<file path="config.mk">
export PLATFORM = sky130hd
export DESIGN_NAME = fpu_thread_arb
export DESIGN_NICKNAME = d
export VERILOG_FILES = /design/src/rtl/fpu_arb_pkg.sv /design/src/rtl/fpu_thread_arb_rr.sv /design/src/rtl/fpu_thread_arb.sv
export SDC_FILE = /design/constraint.sdc
export NUM_CORES = 1
export LEC_CHECK = 0
export CAP_MARGIN = 20
export CORE_ASPECT_RATIO = 0.6
export CORE_UTILIZATION = 25
export CTS_BUF_LIST = sky130_fd_sc_hd__clkbuf_16
export CTS_CLUSTER_DIAMETER = 200
export DETAILED_ROUTE_END_ITERATION = 6
export DONT_BUFFER_PORTS = 1
export GPL_ROUTABILITY_DRIVEN = 0
export SYNTH_ARGS = -nofsm -noshare
export SYNTH_HDL_FRONTEND = slang
export SYNTH_SLANG_ARGS = --single-unit
</file>
<file path="constraint.sdc">
create_clock -name clk -period 2.4 [get_ports clk]
set_clock_uncertainty 0.05 [all_clocks]
set_input_delay 0.6 -clock clk [delete_from_list [all_inputs] [get_ports clk]]
set_output_delay 0.6 -clock clk [all_outputs]
set_load 0.01 [all_outputs]
</file>
<file path="src/rtl/fpu_arb_pkg.sv">
// Shared definitions for the FPU thread arbiter: field widths, default
// operand width and the issue bundle carried from a thread to the FPU.
package fpu_arb_pkg;

  localparam int unsigned FD_W   = 5;
  localparam int unsigned FC_W   = 3;
  localparam int unsigned DEF_DW = 32;

  typedef struct packed {
    logic [FD_W-1:0]   fd;
    logic [FC_W-1:0]   fc;
    logic              wf;
    logic [DEF_DW-1:0] dfa;
    logic [DEF_DW-1:0] dfb;
  } issue_bundle_t;

  // Thread-id width; a single thread still gets a 1-bit id.
  function automatic int unsigned tid_w(input int unsigned n);
    return (n > 1) ? $clog2(n) : 1;
  endfunction

endpackage

</file>
<file path="src/rtl/fpu_thread_arb_rr.sv">
// Round-robin arbiter: grants the first requester at or above ptr,
// wrapping to index 0, and reports both one-hot and binary grant.
module rr_arbiter #(
  parameter int unsigned N  = 4,
  parameter int unsigned IW = 2
) (
  input  logic [N-1:0]  req,
  input  logic [IW-1:0] ptr,
  output logic [N-1:0]  gnt,
  output logic [IW-1:0] gnt_id,
  output logic          any
);

  // Two ordered passes (upper part from ptr, then the wrapped lower part)
  // keep every vector index a loop constant.
  always_comb begin
    gnt    = '0;
    gnt_id = '0;
    any    = 1'b0;
    for (int unsigned i = 0; i < N; i++) begin
      if (!any && req[i] && (i >= 32'(ptr))) begin
        any    = 1'b1;
        gnt[i] = 1'b1;
        gnt_id = IW'(i);
      end
    end
    for (int unsigned i = 0; i < N; i++) begin
      if (!any && req[i] && (i < 32'(ptr))) begin
        any    = 1'b1;
        gnt[i] = 1'b1;
        gnt_id = IW'(i);
      end
    end
  end

endmodule

</file>
<file path="src/rtl/fpu_thread_arb.sv">
// Multi-thread FPU issue arbiter: one holding slot per thread, a
// round-robin pick among full slots, and a single output register that
// holds steady under backpressure.
// Optional feature macro FPU_ARB_PERF_EN adds per-thread issue counters
// (grant_cnt) and a backpressure cycle counter (stall_cnt).
module fpu_thread_arb
  import fpu_arb_pkg::*;
#(
  parameter int unsigned NTHREADS = 4,
  parameter int unsigned DW       = DEF_DW,
  localparam int unsigned TW      = tid_w(NTHREADS)
) (
  input  logic                     clk,
  input  logic                     clrn,
  input  logic [NTHREADS-1:0]      req_valid,
  output logic [NTHREADS-1:0]      req_ready,
  input  logic [5*NTHREADS-1:0]    req_fd,
  input  logic [3*NTHREADS-1:0]    req_fc,
  input  logic [NTHREADS-1:0]      req_wf,
  input  logic [DW*NTHREADS-1:0]   req_dfa,
  input  logic [DW*NTHREADS-1:0]   req_dfb,
  output logic                     out_valid,
  input  logic                     out_ready,
  output logic [TW-1:0]            out_tid,
  output logic [4:0]               out_fd,
  output logic [2:0]               out_fc,
  output logic                     out_wf,
  output logic [DW-1:0]            out_dfa,
`ifdef FPU_ARB_PERF_EN
  output logic [16*NTHREADS-1:0]   grant_cnt,
  output logic [15:0]              stall_cnt,
`endif
  output logic [DW-1:0]            out_dfb
);

  typedef struct packed {
    logic [FD_W-1:0] fd;
    logic [FC_W-1:0] fc;
    logic            wf;
    logic [DW-1:0]   dfa;
    logic [DW-1:0]   dfb;
  } slot_t;

  logic [NTHREADS-1:0] slot_v_q, slot_v_d;
  slot_t               slot_q [NTHREADS];
  slot_t               slot_d [NTHREADS];

  logic                out_v_q, out_v_d;
  slot_t               out_b_q, out_b_d;
  logic [TW-1:0]       out_tid_q, out_tid_d;
  logic [TW-1:0]       rr_ptr_q, rr_ptr_d;

  logic [NTHREADS-1:0] gnt;
  logic [TW-1:0]       gnt_id;
  logic                gnt_any;
  logic                load;
  logic                out_fire;
  slot_t               sel;

  rr_arbiter #(
    .N  (NTHREADS),
    .IW (TW)
  ) u_rr (
    .req    (slot_v_q),
    .ptr    (rr_ptr_q),
    .gnt    (gnt),
    .gnt_id (gnt_id),
    .any    (gnt_any)
  );

  // Output-register load decision, granted-slot mux and pointer advance.
  always_comb begin
    out_fire  = out_v_q && out_ready;
    load      = gnt_any && (!out_v_q || out_ready);
    sel       = '0;
    for (int unsigned i = 0; i < NTHREADS; i++) begin
      if (gnt[i]) sel = slot_q[i];
    end
    out_v_d   = out_v_q;
    out_b_d   = out_b_q;
    out_tid_d = out_tid_q;
    rr_ptr_d  = rr_ptr_q;
    if (load) begin
      out_v_d   = 1'b1;
      out_b_d   = sel;
      out_tid_d = gnt_id;
      rr_ptr_d  = (32'(gnt_id) == NTHREADS - 1) ? '0 : gnt_id + TW'(1);
    end else if (out_fire) begin
      out_v_d   = 1'b0;
    end
  end

  // Per-thread slot fill/drain; a slot being granted this cycle may refill at once.
  always_comb begin
    req_ready = '0;
    slot_v_d  = slot_v_q;
    for (int unsigned i = 0; i < NTHREADS; i++) begin
      slot_d[i]    = slot_q[i];
      req_ready[i] = clrn && (!slot_v_q[i] || (load && gnt[i]));
      if (load && gnt[i]) slot_v_d[i] = 1'b0;
      if (req_valid[i] && req_ready[i]) begin
        slot_v_d[i]   = 1'b1;
        slot_d[i].fd  = req_fd[FD_W*i +: FD_W];
        slot_d[i].fc  = req_fc[FC_W*i +: FC_W];
        slot_d[i].wf  = req_wf[i];
        slot_d[i].dfa = req_dfa[DW*i +: DW];
        slot_d[i].dfb = req_dfb[DW*i +: DW];
      end
    end
  end

  // State registers with synchronous active-low clear.
  always_ff @(posedge clk) begin
    if (!clrn) begin
      slot_v_q  <= '0;
      for (int unsigned i = 0; i < NTHREADS; i++) slot_q[i] <= '0;
      out_v_q   <= 1'b0;
      out_b_q   <= '0;
      out_tid_q <= '0;
      rr_ptr_q  <= '0;
    end else begin
      slot_v_q  <= slot_v_d;
      for (int unsigned i = 0; i < NTHREADS; i++) slot_q[i] <= slot_d[i];
      out_v_q   <= out_v_d;
      out_b_q   <= out_b_d;
      out_tid_q <= out_tid_d;
      rr_ptr_q  <= rr_ptr_d;
    end
  end

  assign out_valid = out_v_q;
  assign out_tid   = out_tid_q;
  assign out_fd    = out_b_q.fd;
  assign out_fc    = out_b_q.fc;
  assign out_wf    = out_b_q.wf;
  assign out_dfa   = out_b_q.dfa;
  assign out_dfb   = out_b_q.dfb;

`ifdef FPU_ARB_PERF_EN
  logic [16*NTHREADS-1:0] grant_cnt_q, grant_cnt_d;
  logic [15:0]            stall_cnt_q, stall_cnt_d;

  // Saturating issue counters per thread and stall-cycle counter.
  always_comb begin
    grant_cnt_d = grant_cnt_q;
    stall_cnt_d = stall_cnt_q;
    for (int unsigned i = 0; i < NTHREADS; i++) begin
      if (out_fire && (out_tid_q == TW'(i)) && (grant_cnt_q[16*i +: 16] != 16'hFFFF))
        grant_cnt_d[16*i +: 16] = grant_cnt_q[16*i +: 16] + 16'd1;
    end
    if (out_v_q && !out_ready && (stall_cnt_q != 16'hFFFF))
      stall_cnt_d = stall_cnt_q + 16'd1;
  end

  // Counter registers.
  always_ff @(posedge clk) begin
    if (!clrn) begin
      grant_cnt_q <= '0;
      stall_cnt_q <= '0;
    end else begin
      grant_cnt_q <= grant_cnt_d;
      stall_cnt_q <= stall_cnt_d;
    end
  end

  assign grant_cnt = grant_cnt_q;
  assign stall_cnt = stall_cnt_q;
`endif

endmodule

</file>
# Yosys cells after proc, flatten, opt, wreduce, memory -nomap -nowiden
# Memories as Yosys holds them, arrays and structs flattened.
# Cells that the tools add are included.
# word_totals
ff_bits	82
latchBits	0
mem_bits_rw	292
rom_bits	0
input_bits	299
out_inout_bits	80
word_cells	116
memories	1
# op_classes
addsub	1
n_mul	0
n_div	0
order_cmp	6
n_eq_ne	1
n_shift	0
n_mux	44
bitwise_logic	4
n_reduce_logical	47
# mem_list
memory	depth	width	rd	rd_clocked_by_memory_dff	wr	line	source
slot_q	4	73	4	0	4	fpu_thread_arb.sv:45	slot_t slot_q [NTHREADS];
# op_table
op	n
2-to-1 mux 73 bit	12
logical AND 1 bit	26
2-to-1 mux 1 bit	26
2-to-1 mux 2 bit	6
zero test 1 bit	11
nonzero test 2 bit	5
logical OR 1 bit	5
>= comparator 1 x 2 -> 1 bit (first input constant)	2
less-than comparator 1 x 2 -> 1 bit (first input constant)	2
OR 1 bit	4
adder 2 x 1 -> 2 bit (second input constant)	1
equality test 2 bit (second input constant)	1
>= comparator 2 bit (first input constant)	1
less-than comparator 2 bit (first input constant)	1

# Logic depth before layout (Yosys ltp)
# Gate-level depths: netlist of run 1.
# logic_depth
ltp_word	33
mapped_depth	8
mapped_depth_nobuf	5

# Modules after synthesis
# A second synthesis of run 1 with hierarchy kept.
# unflattened
cells_unflattened	2898
area_unflattened_um2	24260.8
# by_module_without_submodules
mod	instances	cells_each	area_each_um2	seq_area_each_um2
fpu_thread_arb	1	2865	24038.1	7487.2
rr_arbiter	1	33	222.7	0.0

# Worst setup path before layout of run 1
# No wires, ideal clock.
# synth_path
path_type	flip-flop to output port
startpoint	register slot_v_q[2]
endpoint	output port req_ready[1]
arrival_ps	1738
required_ps	1750
setup_slack_ps	12
stages_incl_launch_ff	8
path_buffers	3
path_cell_list	dfxtp_1 > buf_2 > a21oi_1 > o211ai_1 > clkbuf_1 > buf_1 > o21ai_0 > and2_1
# synth_between
elab_chain_len	22
word_cells_on_any_way	23
classes_between	6 x mux; 17 x reduce/logical
# synth_rtl
item	line	source
start: declaration	fpu_thread_arb.sv:44	logic [NTHREADS-1:0] slot_v_q, slot_v_d;
start signal: assignment	fpu_thread_arb.sv:122	slot_v_q <= slot_v_d;
logical AND 1 bit (2 in a row)	fpu_thread_arb_rr.sv:21	if (!any && req[i] && (i >= 32'(ptr))) begin
2-to-1 mux 1 bit	fpu_thread_arb_rr.sv:21	
zero test 1 bit	fpu_thread_arb_rr.sv:21	
logical AND 1 bit	fpu_thread_arb_rr.sv:21	
2-to-1 mux 1 bit	fpu_thread_arb_rr.sv:21	
zero test 1 bit	fpu_thread_arb_rr.sv:28	if (!any && req[i] && (i < 32'(ptr))) begin
logical AND 1 bit (2 in a row)	fpu_thread_arb_rr.sv:28	
2-to-1 mux 1 bit	fpu_thread_arb_rr.sv:28	
[3 not listed]	-	
2-to-1 mux 1 bit	fpu_thread_arb_rr.sv:28	
zero test 1 bit	fpu_thread_arb_rr.sv:28	
logical AND 1 bit (2 in a row)	fpu_thread_arb_rr.sv:28	
2-to-1 mux 1 bit	fpu_thread_arb_rr.sv:28	
logical AND 1 bit	fpu_thread_arb.sv:74	load = gnt_any && (!out_v_q || out_ready);
logical AND 1 bit *	fpu_thread_arb.sv:99	req_ready[i] = clrn && (!slot_v_q[i] || (load && gnt[i]));
logical OR 1 bit *	fpu_thread_arb.sv:99	
logical AND 1 bit *	fpu_thread_arb.sv:99	
end: declaration	fpu_thread_arb.sv:16	output logic [NTHREADS-1:0] req_ready,
# Mark *: on every way between the ends. The rest lies on a longest branch, timed or not.

# Worst setup path after layout of run 1
# layout_path
startpoint	register slot_v_q[1]
endpoint	output port req_ready[3]
# layout_between
elab_chain_len	26
word_cells_on_any_way	27
classes_between	7 x mux; 20 x reduce/logical
# layout_rtl
item	line
logical AND 1 bit (2 in a row)	fpu_thread_arb_rr.sv:21
2-to-1 mux 1 bit	fpu_thread_arb_rr.sv:21
zero test 1 bit	fpu_thread_arb_rr.sv:21
logical AND 1 bit (2 in a row)	fpu_thread_arb_rr.sv:21
2-to-1 mux 1 bit	fpu_thread_arb_rr.sv:21
zero test 1 bit	fpu_thread_arb_rr.sv:21
logical AND 1 bit	fpu_thread_arb_rr.sv:21
2-to-1 mux 1 bit	fpu_thread_arb_rr.sv:21
[7 not listed]	-
2-to-1 mux 1 bit	fpu_thread_arb_rr.sv:28
zero test 1 bit	fpu_thread_arb_rr.sv:28
logical AND 1 bit (2 in a row)	fpu_thread_arb_rr.sv:28
2-to-1 mux 1 bit	fpu_thread_arb_rr.sv:28
logical AND 1 bit	fpu_thread_arb.sv:74
logical AND 1 bit *	fpu_thread_arb.sv:99
logical OR 1 bit *	fpu_thread_arb.sv:99
logical AND 1 bit *	fpu_thread_arb.sv:99
# Marked as above.

==> results of run 1 <==
cell usage after synthesis, drive strengths merged (2+ instances only):
cell type	instances
a21oi	156
nor2	5
buf	52
nor2b	4
inv	79
and2	78
o22ai	73
o211ai	75
o21ai	80
nand2	76
a31oi	3
and3	3
clkbuf	93
nand3	2
a31o	2
o31ai	73
dfxtp	374
a22o	219
worst max-delay path, stage by stage, from the launching register on:
cell and delay [ps]:
dfxtp_2 320, or4_4 530, and2_4 200, a31o_4 230, and2_4 150
how the worst min path moves through the flow:
stage                               end  slack (ps)  cells after the start
after floorplan            slot_q[0][0]         390                      1
after detailed placement  slot_q[0][11]         410                      1
after CTS                 slot_q[1][56]          50                      2
after global placement    slot_q[0][11]         400                      1
after global routing      slot_q[1][56]          70                      2
final                     slot_q[1][33]         100                      2
kinds of logic after synthesis:
| family | Yosys count | share of synthesized area (%) |
|---|---|---|
| flops | 374 | 52.7 |
| compound gates | 687 | 33.7 |
| simple gates | 172 | 6.14 |
| buf+inv | 224 | 7.45 |
per-stage QoR:
step,cells,TNS [ps]
finish,2203,-737
global route,2202,-1030
detailed placement,2116,0
floorplan,1457,0
global placement,2116,0
CTS,2197,-839
state kept, by name, summed over array words and instances, names as in the netlist:
register   flops
slot_q       292
out_dfa       32
out_dfb       32
out_fd         5
slot_v_q       4
out_fc         3
out_tid        2
rr_ptr_q       2
out_valid      1
out_wf         1
timing repair:
action                     in CTS  in global routing
cloned                          0                  1
pin swaps                      12                  0
setup endpoints to repair       4                 82
gates resized for setup        28                 11
buffers inserted               12                  4
hold buffers                    0                  0
per-layer routing:
| layer | vias to the layer above | track usage [%] | wire [µm] |
|---|---|---|---|
| met1 | 5690 | 21.2 | 21200 |
| met2 | 543 | 25.9 | 22600 |
| li1 | 5308 | - | - |
| met4 | 6 | 5.60 | 1250 |
| met3 | 89 | 6.19 | 5640 |
| met5 | - | 0 | 41 |
where the power goes:
group	switching, mW	total (mW)	internal (mW)
combinational	1.38	2.25	0.872
sequential	0.420	7.21	6.79
clock	2.64	6.40	3.76
cell type report:
| cell class | instances | share of cell area [%] |
|---|---|---|
| diodes | 1 | 0.0150 |
| clock buffers | 41 | 6.17 |
| inverters | 79 | 1.79 |
| clock inverters | 28 | 1.86 |
| flip-flops and latches | 374 | 45.0 |
| multi-input cells | 859 | 34.9 |
| well taps | 759 | 5.71 |
| repair buffers | 62 | 4.51 |
==> flow_summary.json, run 1 <==
{
  "finalWorstPathRequiredPeriod_ps": 2620,
  "run_status": "finished, violations left",
  "reg2regPathDepth": 11,
  "register_area_share_after_synthesis_pct": 52.7,
  "synth_enable_flop_cells": 0,
  "clkSinkCount": 374,
  "critical_path.reg2reg.startpoint": "slot_v_q[3]",
  "cellLeakagePower_nw": 6.21,
  "final_antenna_net_count": 0,
  "max_slew.worst_pin.slew_ps": 543,
  "layout.cell_area.non_filler_mm2": 0.0166,
  "netlist_top_cells_area": "dfxtp_1, a22o_1, a21oi_1, o211ai_1, o31ai_1",
  "maxClockFrequency_mhz": 381,
  "vias_per_cell": 5.28,
  "timing.max_slew.rel_slack_pct": 63.8,
  "fp.coreArea_mm2": 0.0560,
  "detailroute.via_count": 11600,
  "rows": 67,
  "grt_antenna_before_repair": 4,
  "cts_max_path_buffers": 3,
  "timing.hold.worst.class": "input pin to flop",
  "setup.worst_path.end": "req_ready[3]",
  "finalSetupViolCount": 4,
  "regArea_mm2": 0.00749,
  "timing.critical_path.from_type": "flop",
  "largest_net_degree_at_the_start_of_global_routing": 85,
  "synthDominantAreaCellType": "dfxtp_1",
  "data_arrival_critical_path_ps": 1970,
  "area.growth.synth_to_final_pct": 17.2,
  "design.portCount": 379,
  "synth.distinct_cells": 32,
  "num-nets-final": 1713,
  "place.port_buffers": 0,
  "cp.required_ps": 1750,
  "fp.dieH_um": 187,
  "path_clk_slew_ps": 70,
  "cts_tree": "built",
  "power.total_mw": 15.9,
  "placed_area_mm2": 0.0150,
  "remaining_design_rule_violation_count": 0,
  "layout_setup_ws_ps": -225,
  "clock_tree.root_cell": "clkbuf_16",
  "regToRegSetupSlack_ps": 100,
  "syn-cell-area_mm2": 0.0142,
  "period_share_pct": 109,
  "worstPathMaxFanout": 4,
  "final_core_utilization_pct": 29.7,
  "rsz0062_at_grt": "true",
  "hold_start": "req_dfa[33]",
  "report.final.slew_viol_count": 0,
  "power_density_mw_per_mm2": 954,
  "setup.worst_path.start": "slot_v_q[1]",
  "worst_hold_slack_ps": 103,
  "syn_avg_cell_area_um2": 9.75,
  "vias_in_the_first_global_route": 11500,
  "place.detailed.hpwl_mm": 32.4,
  "power.ir.vdd_worst_v": 0.000493,
  "initial_utilization_pct": 25.4,
  "wl_per_cell_um": 23.0,
  "synthFlopType": "dfxtp_1",
  "die_width_um": 310,
  "yosys_warnings": 0,
  "layout.cells.most_common": "dfxtp_1",
  "gr_ovfl_total": 0,
  "failed_checks": "setup timing",
  "synth_nets": 1756,
  "gr-usage-all-layers_pct": 16.7,
  "fp.dieArea_mm2": 0.0578,
  "category_of_the_critical_setup_timing_path": "flop to output port",
  "h-tree-depth": 2,
  "preCtsSetupSlack_ps": 61.3,
  "final.fill_count": 5836,
  "syn_inst_count": 1457,
  "drt_iter0_drc": 1017,
  "drt_first_pass_iters": 5,
  "share_of_synthesized_flip_flops_with_an_asynchronous_set_or_reset_pct": 0,
  "final_cell_mix": "dfxtp_1, a22o_1, a21oi_1",
  "wire_length_of_the_first_global_routing_pass_mm": 73.3,
  "worst_setup_path_end_kind": "output port",
  "cap_violations": 0,
  "share_of_cells_above_drive_strength_1_pct": 10.7,
  "yosys_register_bits": 374,
  "tritoncts_buffers": 38,
  "drt_wl_total_mm": 50.7,
  "multiInputGateArea_mm2": 0.00581,
  "timing.rr.end": "slot_q[1][17]",
  "clock_latency_ps": 560,
  "hold_viol_final": 0,
  "yosysTopAreaCellShare_pct": 52.7
}
Note: power is estimated with default switching activity, not from simulation.
==> run 2: changes to the inputs <==
- CAP_MARGIN: 20 -> unset
- PLACE_DENSITY: unset -> 0.42
- clock period: 2.4 -> 2.2 ns (I/O delays scaled with it)
==> run 2 against run 1 <==
Net effect: the flow still finishes with violations (setup timing); largest cell class unchanged; register-to-register slack worse by 210 ps; critical endpoint unchanged; power is 7.9% higher; clock power is 2% higher; via count is 0.44% higher; combinational power is 22% higher; non-clock buffer count is 29 higher.
==> flow_summary.json, run 2 (synthesis gave the netlist of run 1 again) <==
{
  "run_status": "finished, violations left",
  "failed_checks": "setup timing",
  "drt_iter0_drc": 794,
  "detailroute.via_count": 11700,
  "reg2regPathDepth": 8,
  "place.detailed.hpwl_mm": 34.0,
  "remaining_design_rule_violation_count": 0,
  "stdcell_count": 2229,
  "rows": 67,
  "area.growth.synth_to_final_pct": 20.5,
  "wire_length_of_the_first_global_routing_pass_mm": 77.7,
  "worst_setup_path_end_kind": "output port",
  "vias_in_the_first_global_route": 11300,
  "setup.worst_path.end": "req_ready[3]",
  "grtUsageMet2_pct": 26.4,
  "num-nets-final": 1744,
  "final_cell_mix": "dfxtp_1, a22o_1, a21oi_1",
  "share_of_cells_above_drive_strength_1_pct": 11.8,
  "period_share_pct": 117,
  "path_buf_inv": 0,
  "die_width_um": 310,
  "worstPathMaxFanout": 3,
  "hold_viol_final": 0,
  "clock_latency_ps": 560,
  "largest_register_ffs": 292,
  "drt_wl_total_mm": 58.7,
  "report.final.slew_viol_count": 0,
  "data_arrival_critical_path_ps": 1980,
  "finalWorstPathRequiredPeriod_ps": 2580,
  "cellLeakagePower_nw": 6.44,
  "final_antenna_net_count": 0,
  "grtUsageMet3_pct": 5.37,
  "top_register": "slot_q",
  "cap_violations": 0,
  "maxClockFrequency_mhz": 387,
  "timing.rr.end": "slot_q[3][21]",
  "layout.cells.most_common": "dfxtp_1",
  "depth_of_the_critical_timing_path_with_buffers_and_inverters_included": 4,
  "cell_repeated_most_along_the_worst_path": "and2_4",
  "grt_use_met1_pct": 25.4,
  "grt_antenna_before_repair": 5,
  "place.port_buffers": 0,
  "fp.dieArea_mm2": 0.0578,
  "vias_per_cell": 5.24,
  "initial_utilization_pct": 25.4,
  "cts_tree": "built",
  "layout_setup_ws_ps": -382,
  "h-tree-depth": 2,
  "power.ir.vdd_worst_v": 0.000409,
  "cp.required_ps": 1600,
  "grt_busiest_layer": "met2",
  "clock_tree.root_cell": "clkbuf_16",
  "timing.hold.worst.class": "input pin to flop",
  "clkSinkCount": 374,
  "timing.max_slew.rel_slack_pct": 60.1,
  "finalSetupViolCount": 84,
  "largest_net_degree_at_the_start_of_global_routing": 85,
  "tritoncts_buffers": 40,
  "cp_cell_sequence": "or4_4 > and2_4 > a31o_4 > and2_4",
  "timing.critical_path.from_type": "flop",
  "regToRegSetupSlack_ps": -110,
  "design.portCount": 379,
  "maximum_single_stage_delay_on_the_critical_path_ps": 530,
  "critical-path-slowest-cell": "or4_4",
  "category_of_the_critical_setup_timing_path": "flop to output port",
  "setup.worst_path.start": "slot_v_q[1]",
  "fp.coreArea_mm2": 0.0560,
  "cts_max_path_buffers": 3,
  "max_slew.worst_pin.slew_ps": 598,
  "final_core_utilization_pct": 30.6,
  "wl_per_cell_um": 26.3,
  "cpLargestDelayFamily": "simple AND/OR/NAND/NOR gates",
  "rsz0062_at_grt": "true",
  "placedCellCount": 2122,
  "path_clk_slew_ps": 60,
  "drt_first_pass_iters": 7,
  "gr-usage-all-layers_pct": 18.0,
  "power_density_mw_per_mm2": 1000,
  "critical_path.reg2reg.startpoint": "slot_v_q[1]",
  "gr_ovfl_total": 0,
  "fp.dieH_um": 187
}
==> run 2: cell count changes in the layout (fill, tap and decap cells not counted), moves of 2 or more <==
cell           delta
buf_4             -3
clkinv_2          +3
clkinvlp_4        -2
clkbuf_16        +12
buf_12            +7
inv_1             +2
dlygate4sd3_1     +3
buf_16            +4
bufinv_16         -4
o31ai_2           -2
buf_6             +6
clkinv_4          -2
o31ai_1           +2
==> run 2: area by class of cell <==
class | count | area, µm²
Clock buffer | 41 | 1030
Inverter | 79 | 299
Fill cell | 5835 | 38900
Clock inverter | 25 | 174
Multi-Input combinational cell | 859 | 5810
Tap cell | 759 | 950
Timing Repair Buffer | 91 | 1360
Antenna cell | 1 | 2.50
Sequential cell | 374 | 7490
==> run 2: how the worst min path moves through the flow <==
stage                       start             to  cells past startpoint
floorplan            slot_q[0][0]   slot_q[0][0]                      1
global placement    slot_q[0][41]  slot_q[0][41]                      1
detailed placement  slot_q[0][12]  slot_q[0][12]                      1
CTS                   req_dfa[51]  slot_q[1][51]                      2
global route          req_dfb[91]  slot_q[2][27]                      1
finish                req_dfa[51]  slot_q[1][51]                      2
==> run 2: per-stage QoR <==
stage / hold slack, ps / instance area [µm²] / setup WS, ps / power, mW / setup TNS (ps)
6_report: 47.1 / 17100 / -382 / 17.1 / -4570
3_3_place_gp: 403 / 15100 / -14.9 / 10.4 / -228
5_1_grt: 13.7 / 17100 / -435 / 17.9 / -8860
4_1_cts: 0.977 / 16400 / -461 / 17.0 / -1530
2_1_floorplan: 390 / 14200 / 12.7 / 9.49 / 0
3_5_place_dp: 406 / 15100 / -7.27 / 10.4 / -60.3
==> run 2: repair_timing <==
| item | CTS | global route |
|---|---|---|
| hold buffers | 3 | 0 |
| hold endpoints to repair | 3 | 0 |
| buffers inserted | 3 | 15 |
| endpoints found under the setup margin | 33 | 177 |
| gates cloned | 0 | 19 |
| pin swaps | 5 | 29 |
| gates resized for setup | 17 | 40 |
==> run 2: worst reg2reg max path, delay by kind of cell, from the launching register on <==
kind	cells	cell delay (ps)
buffers and inverters	3	490
flip-flops	1	320
AO/OA/AOI/OAI	2	420
AND/OR/NAND/NOR	3	920
==> run 2: power by group <==
group / internal, mW / leakage, nW / total [mW] / switching (mW)
clock network: 3.60 / 0.615 / 6.51 / 2.90
logic: 1.09 / 2.74 / 2.75 / 1.65
registers: 7.41 / 3.08 / 7.86 / 0.452
total: 12.1 / 6.44 / 17.1 / 5.01
==> run 2: layer usage <==
metal  routed length (µm)  vias to the layer above
li1                     -                     5356
met1                28100                     5876
met2                24800                      392
met3                 4820                       59
met4                  982                        4
met5                   26                        -
==> run 3: changes to the inputs <==
- CORE_MARGIN: unset -> 2
==> run 3 against run 2 <==
Net effect: the run still ends with setup timing left; via count is essentially flat; count of clock-buffer cells in the layout is the same; non-clock buffer count shrank 5; critical path depth is the same; flip-flop and latch count is the same; clock power grew 7.2%; fmax is essentially flat; first-iteration DRC count grew 11%; die area grew 1.7%; power grew 2.4%; largest power group unchanged; highest routed layer unchanged.
==> flow_summary.json, run 3 (synthesis gave the netlist of run 1 again) <==
{
  "place.detailed.hpwl_mm": 35.0,
  "num-nets-final": 1738,
  "drt_iter0_drc": 880,
  "p_sw_mw": 4.97,
  "stdcell_count": 2228,
  "clock_tree.root_cell": "clkbuf_16",
  "finalWorstPathRequiredPeriod_ps": 2580,
  "share_of_cells_above_drive_strength_1_pct": 11.2,
  "wl_per_cell_um": 26.1,
  "final_cell_mix": "dfxtp_1, a22o_1, a21oi_1",
  "place.port_buffers": 0,
  "layout.cells.most_common": "dfxtp_1",
  "top_register": "slot_q",
  "final_core_utilization_pct": 30.7,
  "cap_violations": 0,
  "report.final.slew_viol_count": 0,
  "area.growth.synth_to_final_pct": 20.9,
  "worstPathMaxFanout": 4,
  "largest_register_ffs": 292,
  "timing.critical_path.from_type": "flop",
  "cts_tree": "built",
  "failed_checks": "setup timing",
  "cp.required_ps": 1600,
  "fp.coreArea_mm2": 0.0560,
  "data_arrival_critical_path_ps": 1980,
  "detailroute.via_count": 11700,
  "placedCellCount": 2129,
  "hold_viol_final": 0,
  "vias_in_the_first_global_route": 11300,
  "run_status": "finished, violations left",
  "h-tree-depth": 2,
  "category_of_the_critical_setup_timing_path": "flop to output port",
  "share_comb_of_total_power_pct": 15.3,
  "timing.hold.worst.class": "input pin to flop",
  "sw_frac_of_total_pct": 28.4,
  "power_density_mw_per_mm2": 1020,
  "layout_setup_ws_ps": -382,
  "worst_setup_path_end_kind": "output port",
  "final.fill_count": 5815,
  "drt_wl_total_mm": 58.1,
  "gr_ovfl_total": 0,
  "power.total_mw": 17.5,
  "power.ir.vdd_worst_v": 0.000533,
  "clock_power_share_pct": 39.8,
  "regArea_mm2": 0.00749,
  "power.sequential.fraction_pct": 44.9,
  "die_width_um": 312,
  "internal_power_mw": 12.6,
  "design.portCount": 379,
  "maxClockFrequency_mhz": 387,
  "remaining_design_rule_violation_count": 0,
  "largest_net_degree_at_the_start_of_global_routing": 85,
  "fp.dieH_um": 189,
  "finalSetupViolCount": 73,
  "fp.dieArea_mm2": 0.0588,
  "final_antenna_net_count": 0,
  "path_clk_slew_ps": 70,
  "clock_latency_ps": 550,
  "drt_first_pass_iters": 5,
  "wire_length_of_the_first_global_routing_pass_mm": 77.6,
  "period_share_pct": 117,
  "grt_antenna_before_repair": 2,
  "rsz0062_at_grt": "true",
  "rows": 67,
  "cellLeakagePower_nw": 6.47,
  "initial_utilization_pct": 25.4,
  "tritoncts_buffers": 39,
  "vias_per_cell": 5.24,
  "cts_max_path_buffers": 3,
  "multiInputGateArea_mm2": 0.00578,
  "max_slew.worst_pin.slew_ps": 703,
  "clkSinkCount": 374,
  "gr-usage-all-layers_pct": 17.5,
  "timing.max_slew.rel_slack_pct": 53.2
}
[run 3: changes by cell type in the layout (fill, tap and decap cells not counted), moves of 3 or more]
cell	before	now
buf_16	5	2
buf_4	34	29
buf_12	23	33
bufinv_16	2	6
inv_1	84	88
clkinv_2	7	2
dlygate4sd3_1	3	0
[run 3: worst max-delay path, stage by stage (launching register included)]
cell,delay [ps]
dfxtp_2,320
or4_4,530
and2_4,200
a31o_4,220
and2_4,160
[run 3: what timing repair did]
item	in CTS	in global routing
gates cloned	0	17
resized for setup	14	31
endpoints found under the setup margin	4	194
pin swaps	7	41
hold buffers	0	0
setup buffers	3	9
[run 3: metal layers]
metal	up-vias	GRT usage (%)	part of all wire, %
li1	5368	-	-
met1	5813	24.4	47
met2	416	26.0	42
met3	78	5.38	8.3
met4	2	4.40	2.3
met5	-	0	0.024
[run 3: per-stage QoR]
| stage | cell area, µm² | hold slack [ps] | TNS (ps) | setup slack (ps) |
|---|---|---|---|---|
| 6_report | 17200 | 54.7 | -3290 | -382 |
| 5_1_grt | 17200 | 30.9 | -11260 | -443 |
| 4_1_cts | 16600 | 23.5 | -1660 | -427 |
| 3_5_place_dp | 15300 | 406 | 0 | 48.8 |
| 3_3_place_gp | 15300 | 403 | 0 | 63.2 |
| 2_1_floorplan | 14200 | 390 | 0 | 12.7 |
[run 3: cell type report]
| type | count | area share [%] |
|---|---|---|
| Timing Repair Buffer | 86 | 7.78 |
| Sequential cell | 374 | 43.6 |
| Clock inverter | 29 | 1.65 |
| Clock buffer | 41 | 5.98 |
| Tap cell | 759 | 5.53 |
| Multi-Input combinational cell | 859 | 33.7 |
| Inverter | 79 | 1.74 |
| Antenna cell | 1 | 0.0146 |
[run 3: power groups by stage]
stage / clock network (mW) / logic [mW] / registers, mW
after CTS: 7.14 / 2.48 / 7.86
after global placement: 0 / 2.42 / 8.00
after global routing: 7.44 / 2.94 / 7.93
after detailed placement: 0 / 2.44 / 8.00
after floorplan: 0 / 1.61 / 7.88
final: 6.98 / 2.68 / 7.87
[run 3: final timing paths]
| check | endpoint | depth (start not counted) | from | slack, ps |
|---|---|---|---|---|
| max reg2reg | slot_q[3][62] | 9 | slot_v_q[3] | -60 |
| min | slot_q[1][60] | 2 | req_dfa[60] | 50 |
| max | req_ready[3] | 4 | slot_v_q[3] | -380 |
| min reg2reg | slot_q[1][41] | 2 | slot_q[1][41] | 420 |
